[src/rtl/game_sm.sv]
// game_sm - local controller for the two-player button-race game.
//
// Conditions the two raw player buttons, runs the IDLE/READY/PLAY/END game
// state machine with its round timer, keeps the local score and registers
// the round result against the peer score delivered by the UART link.
//
// Parameters
//   TICK_DIV          clock cycles per game second (>= 2)
//   GAME_SECONDS      round length in seconds (1..255)
// Ports
//   clk               system clock, rising edge
//   rst               asynchronous active-low reset; its release is expected
//                     to be synchronous to clk already
//   btn_start         raw start/restart button (asynchronous, active-high)
//   btn_hit           raw scoring button (asynchronous, active-high)
//   start_game        peer-ready level from the UART link (synchronous)
//   score_2nd_player  peer score from the UART link
//   game_state        00 IDLE, 01 READY, 10 PLAY, 11 END
//   my_score          local score, saturating at 255
//   time_left         seconds remaining in the round
//   result            00 none, 01 win, 10 lose, 11 draw
module game_sm #(
  parameter int unsigned TICK_DIV     = 100_000_000,
  parameter int unsigned GAME_SECONDS = 30
) (
  input  logic       clk,
  input  logic       rst,
  input  logic       btn_start,
  input  logic       btn_hit,
  input  logic       start_game,
  input  logic [7:0] score_2nd_player,
  output logic [1:0] game_state,
  output logic [7:0] my_score,
  output logic [7:0] time_left,
  output logic [1:0] result
);

  localparam int unsigned       TICK_W       = (TICK_DIV > 1) ? $clog2(TICK_DIV) : 1;
  localparam logic [TICK_W-1:0] TICK_LAST    = TICK_W'(TICK_DIV - 1);
  localparam logic [7:0]        SECONDS_INIT = 8'(GAME_SECONDS);

  localparam logic [1:0] RES_NONE = 2'b00;
  localparam logic [1:0] RES_WIN  = 2'b01;
  localparam logic [1:0] RES_LOSE = 2'b10;
  localparam logic [1:0] RES_DRAW = 2'b11;

  // State codes double as the game_state wire format sent to the peer.
  typedef enum logic [1:0] {
    ST_IDLE  = 2'b00,
    ST_READY = 2'b01,
    ST_PLAY  = 2'b10,
    ST_END   = 2'b11
  } state_e;

  // Score increment that sticks at 255 instead of wrapping.
  function automatic logic [7:0] score_sat_inc(input logic [7:0] score);
    logic [7:0] next;
    if (score == 8'hFF) begin
      next = 8'hFF;
    end else begin
      next = score + 8'd1;
    end
    return next;
  endfunction

  // Round outcome seen from the local player.
  function automatic logic [1:0] round_result(input logic [7:0] mine,
                                              input logic [7:0] peer);
    logic [1:0] res;
    if (mine > peer) begin
      res = RES_WIN;
    end else if (mine < peer) begin
      res = RES_LOSE;
    end else begin
      res = RES_DRAW;
    end
    return res;
  endfunction

  // [0] metastability flop, [1] synchronised level, [2] previous level.
  logic [2:0] start_sync_q;
  logic [2:0] hit_sync_q;
  logic       start_p_q;
  logic       hit_p_q;

  state_e            state_q,  state_d;
  logic [7:0]        score_q,  score_d;
  logic [7:0]        time_q,   time_d;
  logic [TICK_W-1:0] tick_q,   tick_d;
  logic [1:0]        result_q, result_d;

  // Button synchronisers and registered rising-edge pulses.
  always_ff @(posedge clk or negedge rst) begin
    if (!rst) begin
      start_sync_q <= 3'b000;
      hit_sync_q   <= 3'b000;
      start_p_q    <= 1'b0;
      hit_p_q      <= 1'b0;
    end else begin
      start_sync_q <= {start_sync_q[1:0], btn_start};
      hit_sync_q   <= {hit_sync_q[1:0], btn_hit};
      // A held button only pulses once: the level must drop before the next.
      start_p_q    <= start_sync_q[1] & ~start_sync_q[2];
      hit_p_q      <= hit_sync_q[1] & ~hit_sync_q[2];
    end
  end

  // Game state, score, timer and result registers.
  always_ff @(posedge clk or negedge rst) begin
    if (!rst) begin
      state_q  <= ST_IDLE;
      score_q  <= 8'd0;
      time_q   <= SECONDS_INIT;
      tick_q   <= '0;
      result_q <= RES_NONE;
    end else begin
      state_q  <= state_d;
      score_q  <= score_d;
      time_q   <= time_d;
      tick_q   <= tick_d;
      result_q <= result_d;
    end
  end

  // Next-state logic including the entry actions of each state.
  always_comb begin
    state_d  = state_q;
    score_d  = score_q;
    time_d   = time_q;
    tick_d   = tick_q;
    result_d = result_q;
    case (state_q)
      ST_IDLE: begin
        // start_game alone never leaves IDLE; the local player must press.
        if (start_p_q) begin
          state_d = ST_READY;
          score_d = 8'd0;
        end else begin
          state_d = ST_IDLE;
        end
      end
      ST_READY: begin
        // Peer readiness outranks a simultaneous local cancel.
        if (start_game) begin
          state_d  = ST_PLAY;
          tick_d   = '0;
          time_d   = SECONDS_INIT;
          score_d  = 8'd0;
          result_d = RES_NONE;
        end else if (start_p_q) begin
          state_d  = ST_IDLE;
          time_d   = SECONDS_INIT;
          result_d = RES_NONE;
        end else begin
          state_d = ST_READY;
        end
      end
      ST_PLAY: begin
        // A hit landing on the final tick still counts.
        if (hit_p_q) begin
          score_d = score_sat_inc(score_q);
        end else begin
          score_d = score_q;
        end
        if (tick_q == TICK_LAST) begin
          tick_d = '0;
          if (time_q <= 8'd1) begin
            time_d  = 8'd0;
            state_d = ST_END;
          end else begin
            time_d  = time_q - 8'd1;
            state_d = ST_PLAY;
          end
        end else begin
          tick_d  = tick_q + TICK_W'(1);
          state_d = ST_PLAY;
        end
      end
      ST_END: begin
        // Re-evaluated every cycle so a late peer score is still reflected.
        if (start_p_q) begin
          state_d  = ST_IDLE;
          time_d   = SECONDS_INIT;
          result_d = RES_NONE;
        end else begin
          state_d  = ST_END;
          result_d = round_result(score_q, score_2nd_player);
        end
      end
      default: begin
        state_d  = ST_IDLE;
        time_d   = SECONDS_INIT;
        tick_d   = '0;
        result_d = RES_NONE;
      end
    endcase
  end

  assign game_state = state_q;
  assign my_score   = score_q;
  assign time_left  = time_q;
  assign result     = result_q;

endmodule

[config.mk]
export PLATFORM = sky130hd
export DESIGN_NAME = game_sm
export DESIGN_NICKNAME = d
export VERILOG_FILES = /design/src/rtl/game_sm.sv
export SDC_FILE = /design/constraint.sdc
export NUM_CORES = 1
export LEC_CHECK = 0
export BUFFER_PORTS_ARGS = -buffer_cell sky130_fd_sc_hd__buf_2
export CAP_MARGIN = 20
export CORE_MARGIN = 2
export CORE_UTILIZATION = 30
export CTS_CLUSTER_SIZE = 25
export DETAILED_ROUTE_END_ITERATION = 10
export RECOVER_POWER = 25
export SYNTH_ARGS = -nofsm -noshare
export SYNTH_HDL_FRONTEND = slang
export SYNTH_SLANG_ARGS = --single-unit
[constraint.sdc]
create_clock -name clk -period 2 [get_ports clk]
set_input_delay 0.3 -clock clk [delete_from_list [all_inputs] [get_ports clk]]
set_output_delay 0.3 -clock clk [all_outputs]
set_load 0.01 [all_outputs]
* Word-level counts from Yosys, hierarchy flattened *
Cells that the tools add are included.

operators by class
  add/sub/neg operators = 3
  order comparisons = 3
  equal/unequal tests = 10
  mux-type cells = 26
  bitwise logic cells = 4
  reduce and logical (&&, ||, !) cells = 9

operators by type and width
  cell                                                             number
  2-to-1 mux 8 bit                                                 8
  2-to-1 mux 27 bit                                                2
  one-hot mux 27 bit (2 select lines)                              1
  one-hot mux 8 bit (3 select lines)                               2
  adder 27 x 1 -> 27 bit (second input constant)                   1
  equality test 27 bit (second input constant)                     1
  2-to-1 mux 2 bit                                                 7
  adder 8 x 1 -> 8 bit (second input constant)                     1
  equality test 8 bit (second input constant)                      1
  greater-than comparator 8 bit                                    1
  less-or-equal comparator 8 x 1 -> 1 bit (second input constant)  1
  less-than comparator 8 bit                                       1
  inequality test 2 bit (second input constant)                    4
  one-hot mux 2 bit (4 select lines)                               1
  subtractor 8 x 1 -> 8 bit (second input constant)                1
  AND reduction 2 bit                                              3
  nonzero test 3 bit                                               2
  equality test 2 bit (second input constant)                      2
  2-to-1 mux 1 bit                                                 4
  one-hot mux 2 bit (2 select lines)                               1
  AND reduction 4 bit                                              1
  nonzero test 2 bit                                               2
  inequality test 3 bit (second input constant)                    1
  AND 1 bit                                                        2
  other kinds (3)                                                  4

storage, ports and cells
  register bits after elaboration = 55
  bits of input ports = 13
  output and inout port bits = 20
  logic and storage cells = 64

* Depth between registers and ports, before layout *
  depth in word-level cells = 5
  mapped depth = 7
  mapped depth without buffers = 7

* Worst setup path before layout *
OpenSTA, ideal clock, no wires.

  kind = reg-to-reg
  from = register tick_q[0]
  to = register tick_q[10]
  library setup time = 0.121 ns
  arrival time = 2.004 ns
  required time = 1.879 ns
  path slack = -0.126 ns
  cell stages (with the launch flop) = 8
  path buffers = 1
  clock period less this slack = 2.126 ns
  cell sequence = dfrtp_1 -> ha_1 -> or4bb_1 -> nor4_1 -> and4bb_2 -> a21o_1 -> buf_2 -> nor2_1

on the way
  word-level cells in the longest chain between the ends = 3
  elaborated cells between the ends (all ways) = 4
  those cells by class = 1 x add/sub; 1 x eq/ne; 2 x mux

ends and longest elaborated chain
  item                                                                   RTL line  RTL
  start, declared                                                        89        logic [TICK_W-1:0] tick_q, tick_d;
  start signal, assigned                                                 120       tick_q <= tick_d;
  adder 27 x 1 -> 27 bit / equality test 27 bit (equally long branches)  175, 165
  2-to-1 mux 27 bit (*)                                                  165       if (tick_q == TICK_LAST) begin
  one-hot mux 27 bit (2 select lines) (*)                                132       case (state_q)

Every way passes the cells marked *; elsewhere a longest branch is shown, timed or not.
A chain may end at the register's enable or synchronous reset.

* Final worst setup path *
  from = register tick_q[1]
  to = register time_q[2] (netlist: time_left[2])

on the way
  word-level cells in the longest chain between the ends = 3

ends and longest elaborated chain
  item                                    RTL line  RTL
  equality test 27 bit                    165
  inequality test 2 bit (no source line)  --
  AND reduction 2 bit (no source line)    --
  end signal, assigned                    119       time_q <= time_d;
  end, declared                           88        logic [7:0] time_q, time_d;

Every way passes these cells.

==> results.yml <==
run_status:
  run_status: "complete, but fails checks"
  failed_checks: "negative setup slack"
place:
  placed_cell_area_mm2: 0.003801
  routability_driven_placement_congestion_ratio: 0.8725
  buffers_added_on_ports: 32
  dp_cells: 538
  dp.final_hpwl_um: 5840
timing:
  post-route-period-util: 1.040
  fmax_mhz: 480.7
  finalClockSkew_ns: 0.01058
  grt_setup_unrepaired: "true"
  tightestPinTransition_ns: 1.247
  finalWorstPathRequiredPeriod_ns: 2.080
  count_of_endpoints_failing_hold_in_the_final_timing_report: 0
  finalSetupViolations: 17
  max-slew-margin-rel: 0.1686
  finalMaxSlewViolations: 0
  holdWs_ns: 0.07736
  final_tns_setup_ns: -0.5736
  timing.final.ws_setup_ns: -0.08024
clock_tree:
  numClockSinks: 55
  cts_made_buffers: 5
  reg_clk_slew_reported_paths_ns: 0.10
  clkLatencyLatePin_ns: 0.32
  tritoncts_clock_tree: "yes"
  maximum_buffer_depth_of_the_clock_tree: 2
  cts_root_buffer: "sky130_fd_sc_hd__clkbuf_8"
  h_tree_level_count: 2
synth:
  synth-seq-area-share: 0.4395
  ys_async_sr_fraction: 1.000
  netlist_area_mm2: 0.003143
  postSynthCellCount: 341
  postSynthNetCount: 366
  syn_avg_cell_area_um2: 9.217
  post-synth-top-area-fraction: 0.4061
  synth.largest_area_cell: "sky130_fd_sc_hd__dfrtp_1"
  ys_top_cells_by_area: "sky130_fd_sc_hd__dfrtp_1 (41%), sky130_fd_sc_hd__ha_1 (4.8%), sky130_fd_sc_hd__nand2_1 (4.1%)"
  number_of_different_library_cells_in_the_post_synthesis_netlist: 56
  yosys_register_bits: 55
  synth-edff-count: 0
  synth.yosys.warnings: 0
  postSynth.topFlopCell: "sky130_fd_sc_hd__dfrtp_1"
power:
  power_leakage_nw: 1.904
  power.ir.vdd_worst_mv: 0.3202
  power_density_mw_per_mm2: 786.7
routing:
  route.vias.total: 2956
  iteration_0_drc_count_of_the_detailed_router: 266
  final_antenna_net_count: 0
  avgRoutedWirePerCell_um: 15.26
  drt-vias-per-instance: 5.326
  wirelength_um: 8470
  drc: 0
  drt_first_pass_iters: 4
global_routing:
  globalRouteTotalUtil: 0.1448
  grt_antenna_before_repair: 0
  grt-ovfl-total: 0
  first_pass_grt_wire_length_um: 13350
  grt_pass1_vias: 2823
  grt_start_max_net_pins: 56
critical_path:
  endpoint_kind: "flip-flop"
  setup.reg_to_reg.worst_slack_ns: -0.08
  critPathMaxFanout: 3
  required_time_reported_for_the_critical_path_endpoint_ns: 2.26
  worst_setup_path_start_kind: "flip-flop"
  timing_worst_setup_path_type: "reg2reg"
  timing.critical_path.arrival_ns: 2.34
layout:
  layout_commonest_cell: "sky130_fd_sc_hd__dfrtp_1"
  design.final.nets: 443
  finalCoreUtilization: 0.4025
  drive_gt1_frac: 0.3031
  layout.cells.non_filler: 555
  antenna_cells_inserted: 0
  synthToLayoutAreaGrowth_pct: 31.01
  fillers: 1005
  layout_common_cells: "sky130_fd_sc_hd__dfrtp_1 (51), sky130_fd_sc_hd__buf_4 (43), sky130_fd_sc_hd__nand2_1 (34)"
  final_area_mm2: 0.004118
min_path:
  min_path_type: "in2reg"
floorplanning:
  io-pin-count: 33
  design.core.area_mm2: 0.01023
  start_util: 0.3072
  dieHeight_um: 106.4
  fp-row-count: 37
  dieArea_mm2: 0.01131
  die_x_extent_um: 106.4
flow_run:
  max_cap_viol_count: 0
synthesized netlist by cell type (4+ instances only):
cell type	n
sky130_fd_sc_hd__nor4_1	4
sky130_fd_sc_hd__nand2_1	34
sky130_fd_sc_hd__nand3_1	13
sky130_fd_sc_hd__nor2b_1	4
sky130_fd_sc_hd__nand2b_1	7
sky130_fd_sc_hd__xor2_1	12
sky130_fd_sc_hd__a21o_1	7
sky130_fd_sc_hd__a31oi_1	10
sky130_fd_sc_hd__ha_1	12
sky130_fd_sc_hd__inv_1	19
sky130_fd_sc_hd__dfrtp_1	51
sky130_fd_sc_hd__nor2_1	25
sky130_fd_sc_hd__a21oi_1	14
sky130_fd_sc_hd__clkbuf_1	9
sky130_fd_sc_hd__nand4_1	10
sky130_fd_sc_hd__o21ai_0	19
sky130_fd_sc_hd__nor3_1	11
sky130_fd_sc_hd__and2_1	4
sky130_fd_sc_hd__a22o_1	5
sky130_fd_sc_hd__and3_1	9
sky130_fd_sc_hd__dfstp_2	4
sky130_fd_sc_hd__xnor2_1	4
routing by layer:
metal	part of all wire	track usage	vias to the layer above	routed length, µm
met3	0.055	0.03188	17	463
met4	0.021	0.04229	0	179
li1	-	-	1411	-
met5	0	0	-	0
met1	0.46	0.1921	1433	3911
met2	0.46	0.2363	95	3915
flip-flops by register name, summed over array words and instances (netlist names):
| name | count |
|---|---|
| game_state | 2 |
| my_score | 8 |
| hit_sync_q | 3 |
| time_left | 8 |
| result | 2 |
| hit_p_q | 1 |
| start_sync_q | 3 |
| start_p_q | 1 |
| tick_q | 27 |
worst paths after layout:
kind / startpoint / endpoint / cells past startpoint
worst max-delay path: tick_q[1]$_DFFE_PN0P_ / time_left[2]$_DFFE_PN1P_ / 6
worst min-delay path: btn_start / start_sync_q[0]$_DFF_PN0_ / 1
worst max register to register: tick_q[1]$_DFFE_PN0P_ / time_left[2]$_DFFE_PN1P_ / 6
worst min register to register: hit_sync_q[0]$_DFF_PN0_ / hit_sync_q[1]$_DFF_PN0_ / 0
max in group asynchronous: rst / tick_q[8]$_DFFE_PN0P_ / 3
min in group asynchronous: rst / tick_q[21]$_DFFE_PN0P_ / 3
worst max-delay path, stage by stage, from the launching register on:
cell and delay [ns]:
sky130_fd_sc_hd__dfrtp_1 0.44, sky130_fd_sc_hd__ha_4 0.16, sky130_fd_sc_hd__nor4bb_4 0.32, sky130_fd_sc_hd__nand4_1 0.22, sky130_fd_sc_hd__or3_4 0.39, sky130_fd_sc_hd__or4_1 0.40
sky130_fd_sc_hd__nand3_1 0.09
power by group:
part	leakage [nW]	internal (mW)	switching, mW	total (mW)
registers	0.694	1.33	0.228	1.56
clock network	0.0484	0.285	0.385	0.670
logic	1.16	0.502	0.511	1.01
total	1.90	2.12	1.12	3.24
cell families after synthesis:
| family | share of synthesized area |
|---|---|
| AND/OR/NAND/NOR | 0.2460 |
| XOR/XNOR | 0.04458 |
| multiplexers | 0.003185 |
| buffers and inverters | 0.03662 |
| flip-flops | 0.4395 |
| AO/OA/AOI/OAI | 0.1823 |
| adder cells (fa/ha/maj) | 0.04777 |
area by class of cell:
type	instances	area, µm²	area share
multi-input cells	256	1821	0.4421
inverters	19	71.32	0.01732
flip-flops and latches	55	1381	0.3355
repair buffers	81	579.3	0.1407
well taps	136	170.2	0.04132
clock buffers	7	86.33	0.02097
clock inverters	1	8.758	0.002127
per-stage QoR:
step	power [mW]	worst slack, ns
finish	3.240	-0.08024
floorplan	2.072	-0.01982
global route	3.463	-0.1549
CTS	3.178	0.006921
global placement	2.450	0.04641
detailed placement	2.492	0.007372
repair_timing:
action                                  in CTS  in global routing
gates resized for setup                      1                 30
hold buffers                                 1                  0
gates cloned                                 0                  2
setup buffers                                1                  5
endpoints found under the hold margin       51                  0
endpoints found under the setup margin       3                 27
pin swaps                                    0                  7
Note: power is estimated with default switching activity, not from simulation.
